<file path="src/rtl/rlug_pkg.sv">
// rtl/rlug_pkg.sv - shared types and helpers for the NAND trial sequencer
// Purpose: sequencer state encoding, golden NAND function, bundle popcount.
// Ports: none (package).
package rlug_pkg;

    // Widest bundle the popcount helper handles; callers zero-extend into it.
    localparam int MAX_BUNDLE_W = 32;

    typedef enum logic [1:0] {
        IDLE    = 2'd0,
        DRIVE   = 2'd1,
        CAPTURE = 2'd2,
        DONE    = 2'd3
    } seq_state_t;

    function automatic logic golden_nand(input logic x, input logic y);
        return ~(x & y);
    endfunction

    function automatic logic [5:0] popcount(input logic [MAX_BUNDLE_W-1:0] v);
        logic [5:0] n;
        n = '0;
        for (int i = 0; i < MAX_BUNDLE_W; i++) begin
            n = n + {5'd0, v[i]};
        end
        return n;
    endfunction

endpackage

</file>
<file path="src/rtl/nand_majority_voter.sv">
// rtl/nand_majority_voter.sv - combinational bundle-vs-golden comparator and majority vote
// Purpose: count gates disagreeing with golden, and flag a wrong majority decision.
// Ports:
//   z_i            in   BUNDLE_WIDTH  gate outputs
//   golden_i       in   1             expected NAND result
//   mismatch_cnt_o out  CNT_W         number of gates with z != golden
//   vote_err_o     out  1             majority(z) != golden
module nand_majority_voter
    import rlug_pkg::*;
#(
    parameter  int BUNDLE_WIDTH = 5,
    localparam int CNT_W        = $clog2(BUNDLE_WIDTH + 1)
) (
    input  logic [BUNDLE_WIDTH-1:0] z_i,
    input  logic                    golden_i,
    output logic [CNT_W-1:0]        mismatch_cnt_o,
    output logic                    vote_err_o
);

    logic [5:0] mis_pc;
    logic [5:0] ones_pc;
    logic       majority;

    assign mis_pc         = popcount(MAX_BUNDLE_W'(z_i ^ {BUNDLE_WIDTH{golden_i}}));
    assign ones_pc        = popcount(MAX_BUNDLE_W'(z_i));
    assign mismatch_cnt_o = mis_pc[CNT_W-1:0];
    // BUNDLE_WIDTH is odd, so strict majority never ties.
    assign majority       = ones_pc > 6'(BUNDLE_WIDTH / 2);
    assign vote_err_o     = majority != golden_i;

endmodule

</file>
<file path="src/rtl/nand_trial_sequencer.sv">
// rtl/nand_trial_sequencer.sv - campaign controller for a redundant erroneous NAND bundle
// Purpose: drive one 2-bit vector per trial to every gate, capture the bundle one cycle
//   later, and accumulate per-gate and post-vote error counts (saturating).
// Ports:
//   clk, reset_n      clock, async active-low reset
//   start_i           start campaign (sampled only in IDLE)
//   num_trials_i      trial count, latched on accepted start
//   x_o, y_o          replicated gate inputs (registered)
//   z_i               registered gate outputs
//   busy_o, done_o    campaign running / one-cycle completion pulse
//   trials_done_o     completed trials
//   gate_err_cnt_o    sum of per-gate mismatches
//   vote_err_cnt_o    trials with a wrong majority
module nand_trial_sequencer
    import rlug_pkg::*;
#(
    parameter int BUNDLE_WIDTH = 5,
    parameter int TRIAL_CNT_W  = 16,
    parameter int ERR_CNT_W    = 16
) (
    input  logic                    clk,
    input  logic                    reset_n,
    input  logic                    start_i,
    input  logic [TRIAL_CNT_W-1:0]  num_trials_i,
    output logic [BUNDLE_WIDTH-1:0] x_o,
    output logic [BUNDLE_WIDTH-1:0] y_o,
    input  logic [BUNDLE_WIDTH-1:0] z_i,
    output logic                    busy_o,
    output logic                    done_o,
    output logic [TRIAL_CNT_W-1:0]  trials_done_o,
    output logic [ERR_CNT_W-1:0]    gate_err_cnt_o,
    output logic [ERR_CNT_W-1:0]    vote_err_cnt_o
);

    localparam int                   CNT_W   = $clog2(BUNDLE_WIDTH + 1);
    localparam logic [ERR_CNT_W-1:0] ERR_MAX = '1;

    seq_state_t              state_q, state_d;
    logic [TRIAL_CNT_W-1:0]  num_trials_q, num_trials_d;
    logic [TRIAL_CNT_W-1:0]  trials_q, trials_d;
    logic [ERR_CNT_W-1:0]    gate_err_q, gate_err_d;
    logic [ERR_CNT_W-1:0]    vote_err_q, vote_err_d;
    logic [BUNDLE_WIDTH-1:0] x_q, x_d, y_q, y_d;

    logic                    golden;
    logic [CNT_W-1:0]        mismatch_cnt;
    logic                    vote_err;
    logic [TRIAL_CNT_W-1:0]  trials_inc;
    logic [ERR_CNT_W:0]      gate_sum;

    // All bits of the held vector are identical, so bit 0 carries the trial vector.
    assign golden     = golden_nand(x_q[0], y_q[0]);
    assign trials_inc = trials_q + 1'b1;
    // One guard bit is enough: a single trial adds at most BUNDLE_WIDTH.
    assign gate_sum   = {1'b0, gate_err_q} + (ERR_CNT_W + 1)'(mismatch_cnt);

    nand_majority_voter #(.BUNDLE_WIDTH(BUNDLE_WIDTH)) u_voter (
        .z_i            (z_i),
        .golden_i       (golden),
        .mismatch_cnt_o (mismatch_cnt),
        .vote_err_o     (vote_err)
    );

    always_comb begin
        state_d      = state_q;
        num_trials_d = num_trials_q;
        trials_d     = trials_q;
        gate_err_d   = gate_err_q;
        vote_err_d   = vote_err_q;
        x_d          = x_q;
        y_d          = y_q;
        case (state_q)
            IDLE: begin
                x_d = '0;
                y_d = '0;
                if (start_i) begin
                    num_trials_d = num_trials_i;
                    trials_d     = '0;
                    gate_err_d   = '0;
                    vote_err_d   = '0;
                    // Trial 0 vector is 00, which is already on x/y.
                    state_d      = (num_trials_i == '0) ? DONE : DRIVE;
                end
            end
            DRIVE: begin
                state_d = CAPTURE;
            end
            CAPTURE: begin
                trials_d   = trials_inc;
                gate_err_d = gate_sum[ERR_CNT_W] ? ERR_MAX : gate_sum[ERR_CNT_W-1:0];
                if (vote_err && vote_err_q != ERR_MAX) begin
                    vote_err_d = vote_err_q + 1'b1;
                end
                if (trials_inc == num_trials_q) begin
                    state_d = DONE;
                    x_d     = '0;
                    y_d     = '0;
                end else begin
                    state_d = DRIVE;
                    x_d     = {BUNDLE_WIDTH{trials_inc[1]}};
                    y_d     = {BUNDLE_WIDTH{trials_inc[0]}};
                end
            end
            DONE: begin
                state_d = IDLE;
                x_d     = '0;
                y_d     = '0;
            end
            default: begin
                state_d = IDLE;
            end
        endcase
    end

    always_ff @(posedge clk or negedge reset_n) begin
        if (!reset_n) begin
            state_q      <= IDLE;
            num_trials_q <= '0;
            trials_q     <= '0;
            gate_err_q   <= '0;
            vote_err_q   <= '0;
            x_q          <= '0;
            y_q          <= '0;
        end else begin
            state_q      <= state_d;
            num_trials_q <= num_trials_d;
            trials_q     <= trials_d;
            gate_err_q   <= gate_err_d;
            vote_err_q   <= vote_err_d;
            x_q          <= x_d;
            y_q          <= y_d;
        end
    end

    assign x_o            = x_q;
    assign y_o            = y_q;
    assign busy_o         = state_q != IDLE;
    assign done_o         = state_q == DONE;
    assign trials_done_o  = trials_q;
    assign gate_err_cnt_o = gate_err_q;
    assign vote_err_cnt_o = vote_err_q;

endmodule
</file>
<file path="config.mk">
export PLATFORM = sky130hd
export DESIGN_NAME = nand_trial_sequencer
export DESIGN_NICKNAME = d
export VERILOG_FILES = /design/src/rtl/rlug_pkg.sv /design/src/rtl/nand_majority_voter.sv /design/src/rtl/nand_trial_sequencer.sv
export SDC_FILE = /design/constraint.sdc
export NUM_CORES = 1
export LEC_CHECK = 0
export CAP_MARGIN = 20
export CORE_UTILIZATION = 45
export CTS_CLUSTER_DIAMETER = 120
export DETAILED_ROUTE_END_ITERATION = 8
export PLACE_DENSITY = 0.71
export SETUP_SLACK_MARGIN = 0.3
export SYNTH_ARGS = -nofsm -noshare
export SYNTH_HDL_FRONTEND = slang
export SYNTH_SLANG_ARGS = --single-unit
</file>
<file path="constraint.sdc">
create_clock -name clk -period 4.9 [get_ports clk]
set_input_delay 0.49 -clock clk [delete_from_list [all_inputs] [get_ports clk]]
set_output_delay 0.49 -clock clk [all_outputs]
set_load 0.05 [all_outputs]
</file>
# Word level (Yosys, flattened, before mapping)
# Index checks and enable logic that the tools add are counted.
dict set report classes {
  reduce_logical 10
  eq_ne 8
  n_addsub 38
  bitwise_logic 3
  n_mux 14
  magnitude_cmp 1
}
# cell count
set ops {}
lappend ops {{$pmux 16 s2} 3}
lappend ops {{$add 3x1->3 const B} 27}
lappend ops {{$mux 16} 3}
lappend ops {{$add 16x1->16 const B} 2}
lappend ops {{$pmux 5 s2} 2}
lappend ops {{$add 6x1->6} 3}
lappend ops {{$add 16x3->17} 1}
lappend ops {{$eq 16x16->1} 1}
lappend ops {{$logic_not 16->1} 1}
lappend ops {{$ne 16x16->1 const B} 1}
lappend ops {{$mux 5} 2}
lappend ops {{$add 3x1->3} 3}
lappend ops {{$pmux 2 s4} 1}
lappend ops {{$gt 6x2->1 const B} 1}
lappend ops {{$mux 2} 3}
lappend ops {{$reduce_bool 2->1} 3}
lappend ops {{$xor 5x5->5} 1}
lappend ops {{$add 1x1->2} 2}
lappend ops {{$eq 2x2->1 const B} 2}
lappend ops {{$ne 2x2->1 const B} 2}
lappend ops {{$reduce_and 2->1} 2}
lappend ops {{$reduce_and 3->1} 1}
lappend ops {{$eq 2x1->1 const B} 1}
lappend ops {{$logic_not 2->1} 1}
lappend ops {{5 further kinds} 5}
dict set report word_totals {
  out_inout_bits 60
  elab_cells 81
  inputBits 24
  register_bits 76
}

# Longest topological paths before layout
# Gate-level depths: netlist (run 1).
dict set report logic_depth {
  ltp_word 37
  depth_mapped 14
  depth_no_buf 13
}

# Cells and area by module
# From an unflattened synthesis (run 1), not the netlist that was laid out.
dict set report hier_totals {
  cells_unflattened 470
  hier_area_um2 4312.9
}
# mod area_each_um2 instances cells_each seq_area_each_um2
set modules_own_cells {}
lappend modules_own_cells {nand_trial_sequencer 4066.4 1 443 1701.6}
lappend modules_own_cells {nand_majority_voter 246.5 1 27 0.0}

# Worst setup path before layout (run 1)
# OpenSTA, ideal clock, no wires.
dict set report synth_timing {
  kind {register -> register}
  startpoint {register, netlist name y_o[3]}
  endpoint {register gate_err_q[7], in the netlist gate_err_cnt_o[7]}
  t_arrival_ps 4061
  path_stages_with_launch 14
  slack_ps 771
  synth_period_minus_slack_ps 4129
  required_ps 4833
  n_path_buf 1
  setup_ps 67
  cell_sequence {dfrtp_1 nand2_1 xnor2_1 fa_1 ha_1 fa_1 inv_1 fa_1 nor2b_1 o2111ai_1 or3_1 clkbuf_1 o31ai_1 a22o_1}
}
# item line_no
set synth_rtl {}
lappend synth_rtl {{end signal, assigned} nand_trial_sequencer.sv:128} ;# gate_err_q <= gate_err_d;
lappend synth_rtl {{end, declared} nand_trial_sequencer.sv:41} ;# logic [ERR_CNT_W-1:0] gate_err_q, gate_err_d;

==> impl_metrics.ini, run 1 <==
[yosys]
ys_ff_latch = 68
synth.most_common_cell = dfrtp_1
netlist_top_cells_area = dfrtp_1, o21ai_0, nand2_1
syn_avg_cell_area_um2 = 9.31
netlist_instances = 472
syn-cell-area_um2 = 4390
synth_edf_count = 0
seq_area_frac_synth = 0.387
synth_warnings = 0
yosysTopAreaCell = dfrtp_1
ys_async_sr_fraction = 1.00
synth-main-ff-cell = dfrtp_1
yosysUniqueCellTypes = 61
synth_common_cells = dfrtp_1, nand2_1, o21ai_0
syn_nets = 513
yosys.area.top_type_share = 0.387

[timing]
hold_slack_ps = 63.0
worst_clock_skew_ps = 9.44
final_max_slew_viol_count = 0
max_freq_mhz = 242
slew-limit-headroom = 0.433
fin_crit_ps = 4140
hold_violations = 0
period_share = 0.845
layout_setup_ws_ps = 760
setup_tns_ps = 0
worst_slew_pin_slew_ps = 849
setup_viol = 0
rsz0062_at_grt = false

[power_and_ir_drop]
p_per_area_nw_per_um2 = 458
leakage_nw = 2.24
total_power_mw = 2.52
ir_worst_vdd_uv = 304

[clock_network]
clkSinkCount = 68
postCtsSetupBuffers = 0
ctsLongestPathBuffers = 2
root_buffer = clkbuf_8
post_cts_resized = 0
clkLatencyLatePin_ps = 340
cts.htree.levels = 3
tritoncts = done
cts_buffers = 9
hold_buffers = 0
clkTransAtPathRegs_ps = 70

[die]
start_util = 0.471
pin_count = 84
die_y_um = 101
die_w_um = 101
die_area_um2 = 10200
core-area_um2 = 9330
num_rows = 35

[setup_path]
r2r_setup_slack_ps = 760
arrival_ps = 4400
cp_max_fo = 14
reg2reg_from = x_o[3]
critPathTopFamily = adder cells
cp_slowest_cell = or3_1
path_class = flip-flop to flip-flop
path_cells = nand2_1 -> xnor2_1 -> fa_1 -> ha_1 -> fa_1 -> inv_1 -> fa_1 -> nor2b_1 -> o2111ai_1 -> or3_1 -> a21boi_0 -> o21ai_1
crit_start = x_o[3]
cp_num_buf_inv = 1
crit_top_cell = fa_1
worst_ep_required_time_ps = 5160
worstSetupStartpointType = flip-flop
slowest_delay_ps = 630
end_kind = flip-flop

[cells_and_area]
design_area_um2 = 5500
post-route-util = 0.590
num-fill-cells = 815
fin_cells = 675
seqCellArea_um2 = 1700
diodes = 0
multiInputGateArea_um2 = 2450
area_growth_pct = 25.2
fin_nets = 582
layout-drive-gt1-share = 0.101

[place]
gp_congestion = 0.850
post-place-ws_ps = 408
place_area_um2 = 5250
place_inst = 659
io_buffers = 83
dp_hpwl_mm = 7.67

[routing]
drtAntennaViolNets = 0
drc = 0
wl_per_cell_um = 15.7
vias = 3757
drt_iter0_markers = 141
viasPerCell = 5.57
wirelength_mm = 10.6
drt-pass1-iter-count = 5

[grt]
grtUsageTotal = 0.224
grt_first_pass_wirelength_mm = 17.8
grt_start_max_net_pins = 53
first_global_vias = 3704
antenna_found_initial = 0
gr-total-overflow = 0

[outcome]
status = finished, final reports clean

[worst_hold_path]
hold_path_class = primary input to async pin

[flow_run]
cap_viol_max_count = 0
placed cells by master, fill, tap and decap left out, types with 3 or more instances in the layout:
cell	netlist	final
o21ai_0	50	50
o211ai_1	4	4
o21ai_1	4	4
clkbuf_8	0	11
a22o_1	11	11
ha_1	12	12
dfrtp_1	68	68
clkdlybuf4s50_1	0	82
or3_1	9	9
a31oi_1	4	4
nand2_1	66	66
nand3_4	3	3
xnor2_1	19	19
nand4_1	3	3
nor3_1	4	4
nor4_1	6	6
inv_1	23	23
and2_1	3	3
mux2_2	17	17
nor2b_1	5	5
and4_1	3	3
xor2_1	9	9
a21oi_1	22	22
bufinv_16	0	3
o31ai_1	11	11
nand2b_1	4	4
buf_4	10	4
and3_1	7	7
nand3_1	11	11
nor2_1	15	15
or4_1	8	8
fa_1	5	5
a21o_1	3	3
kinds of logic after synthesis:
family	after synthesis	synth area share
AOI/OAI and AO/OA	128	0.189
buffers and inverters	52	0.0558
adders and majority gates	17	0.0570
muxes	19	0.0481
xor gates and xnor gates	28	0.0558
DFF	68	0.387
and+or+nand+nor	160	0.207
flip-flops by register name (all words and copies together) (netlist names):
signal,flops
x_o,1
vote_err_cnt_o,16
trials_done_o,16
num_trials_q,16
state_q,2
y_o,1
gate_err_cnt_o,16
metal layers:
metal	vias to the layer above	global-route usage	part of all wire
met4	0	0.0803	0.016
met5	-	0	0
met3	13	0.0402	0.037
met2	77	0.356	0.47
met1	1834	0.307	0.48
li1	1833	-	-
path summary, 6_finish.rpt:
check	cells after the start	to
max	12	gate_err_cnt_o[15]
min	1	gate_err_cnt_o[14]
max reg2reg	12	gate_err_cnt_o[15]
min reg2reg	1	num_trials_q[13]
max in group asynchronous	2	trials_done_o[6]
min in group clk	1	num_trials_q[13]
report_power, final:
part	internal, mW	total [mW]	switching [mW]	leakage (nW)
clock network	0.366	0.579	0.214	0.127
registers	0.665	0.785	0.120	0.906
logic	0.448	1.16	0.709	1.21
layout make-up:
cell class / count / share of cell area
clock buffer: 12 / 0.0282
clock inverter: 4 / 0.0173
sequential: 68 / 0.309
timing repair buffer: 87 / 0.156
multi-input combinational: 352 / 0.445
inverter: 23 / 0.0157
tap: 129 / 0.0293
(Power assumes the default switching activity.)
==> run 2: changes to the inputs <==
--- a/config.mk
+++ b/config.mk
@@ -9,7 +9,7 @@
 export CORE_UTILIZATION = 45
 export CTS_CLUSTER_DIAMETER = 120
 export DETAILED_ROUTE_END_ITERATION = 8
-export PLACE_DENSITY = 0.71
+export PLACE_DENSITY = 0.73
 export SETUP_SLACK_MARGIN = 0.3
 export SYNTH_ARGS = -nofsm -noshare
 export SYNTH_HDL_FRONTEND = slang
==> constraint.sdc (replaced) <==
create_clock -name clk -period 3.4 [get_ports clk]
set_input_delay 0.34 -clock clk [delete_from_list [all_inputs] [get_ports clk]]
set_output_delay 0.34 -clock clk [all_outputs]
set_load 0.05 [all_outputs]
==> impl_metrics.ini, run 2 (same netlist as run 1, synthesis figures left out) <==
[power_and_ir_drop]
comb_power_share = 0.515
p_switching_mw = 1.59
pwr-share-seq = 0.316
p_per_area_nw_per_um2 = 617
ir_worst_vdd_uv = 515
clkPwrFrac = 0.169
intPower_mw = 1.99
swShare = 0.444
leakage_nw = 2.39

[setup_path]
worstSetupStartpointType = flip-flop
path_class = flip-flop to flip-flop
cp_max_fo = 4
r2r_setup_slack_ps = 20
worst_ep_required_time_ps = 3630
arrival_ps = 3610
end_kind = flip-flop

[timing]
final_max_slew_viol_count = 0
layout_setup_ws_ps = 22.4
fin_crit_ps = 3380
hold_violations = 0
rsz0062_at_grt = true
max_freq_mhz = 296
setup_viol = 0
worst_clock_skew_ps = 10.7
slew-limit-headroom = 0.414
hold_slack_ps = 43.2
worst_slew_pin_slew_ps = 877
period_share = 0.993

[place]
io_buffers = 83
gp_congestion = 0.869
place_inst = 678
dp_hpwl_mm = 8.18
place_area_um2 = 5450
post-place-ws_ps = -547

[routing]
vias = 3966
wl_per_cell_um = 16.4
drt_iter0_markers = 219
drtAntennaViolNets = 0
wirelength_mm = 11.4
drt-pass1-iter-count = 5
viasPerCell = 5.67
drc = 0

[worst_hold_path]
hold_path_class = primary input to async pin

[clock_network]
cts_buffers = 9
clkSinkCount = 68
ctsLongestPathBuffers = 2
root_buffer = clkbuf_8
clkTransAtPathRegs_ps = 80
cts.htree.levels = 3
clkLatencyLatePin_ps = 340
tritoncts = done

[grt]
antenna_found_initial = 0
grtUsageTotal = 0.230
grt_start_max_net_pins = 31
first_global_vias = 3765
grt_first_pass_wirelength_mm = 18.3
gr-total-overflow = 0

[outcome]
status = finished, final reports clean

[die]
die_y_um = 101
core-area_um2 = 9330
die_area_um2 = 10200
pin_count = 84
start_util = 0.471
die_w_um = 101
num_rows = 35

[cells_and_area]
layout-drive-gt1-share = 0.201
num-fill-cells = 797
design_area_um2 = 5790
diodes = 0
fin_nets = 607
area_growth_pct = 31.9
final_cell_mix = clkdlybuf4s50_1, dfrtp_1, nand2_1
fin_cells = 700
final_common_cell = clkdlybuf4s50_1

[flow_run]
cap_viol_max_count = 0
==> run 2: cell types whose count changed in the layout (fill, tap and decap cells not counted), sizes merged <==
cell	change
clkdlybuf4s50	-4
dlymetal6s2s	+1
or3	+1
bufinv	-3
clkinv	+1
buf	+24
dlygate4sd2	+1
clkinvlp	+4
==> run 2: routing by layer <==
layer / wire (um) / up-vias / share of wire / track usage
li1: - / 1895 / - / -
met1: 5140 / 1922 / 0.45 / 0.311
met2: 5590 / 131 / 0.49 / 0.374
met3: 529 / 18 / 0.046 / 0.0257
met4: 182 / 0 / 0.016 / 0.0981
met5: 0 / - / 0 / 0
==> run 2: worst max-delay path, stage by stage (launching register included) <==
cell       delay (ps)
dfrtp_2           390
nand2_4            80
xnor2_2           160
fa_1              490
ha_2              190
fa_1              490
inv_1              60
fa_2              360
nor2b_4           160
o2111ai_4         150
or3_4             370
a21o_1            190
a22o_1            170
==> run 2: final timing paths <==
kind / endpoint / startpoint / cells past startpoint
worst min register to register: num_trials_q[6] / num_trials_q[6] / 1
worst max-delay path: gate_err_cnt_o[10] / x_o[3] / 12
min in group clk: num_trials_q[6] / num_trials_q[6] / 1
worst min-delay path: trials_done_o[0] / reset_n / 1
max in group asynchronous: num_trials_q[9] / reset_n / 2
worst max register to register: gate_err_cnt_o[10] / x_o[3] / 12
==> run 2: what timing repair did <==
action	CTS	global route
endpoints found under the setup margin	32	30
setup buffers	3	2
resized for setup	18	26
pin swaps	8	8
hold buffers	0	0
cloned	1	0
==> run 2: cell type report <==
| cell class | instances | area, um2 | share of cell area |
|---|---|---|---|
| clock inverters | 6 | 40.0 | 0.00691 |
| multi-input cells | 353 | 2620 | 0.452 |
| repair buffers | 111 | 1040 | 0.180 |
| clock buffers | 10 | 138 | 0.0238 |
| flip-flops and latches | 68 | 1700 | 0.294 |
| inverters | 23 | 86.3 | 0.0149 |
| well taps | 129 | 161 | 0.0279 |
==> run 2: through the flow <==
stage / total power [mW] / util / TNS (ps)
after detailed placement: 2.89 / 0.584 / -12690
after floorplan: 2.39 / - / -2060
final: 3.57 / 0.621 / 0
after global placement: 2.84 / 0.584 / -10790
after global routing: 3.80 / 0.621 / -820
after CTS: 3.53 / 0.613 / 0
==> run 2: power by group through the flow <==
stage	combinational (mW)	sequential, mW	clock, mW
4_1_cts	1.79	1.13	0.618
3_5_place_dp	1.75	1.14	0
6_report	1.84	1.13	0.605
3_3_place_gp	1.71	1.13	0
2_1_floorplan	1.16	1.22	0
5_1_grt	2.00	1.15	0.654
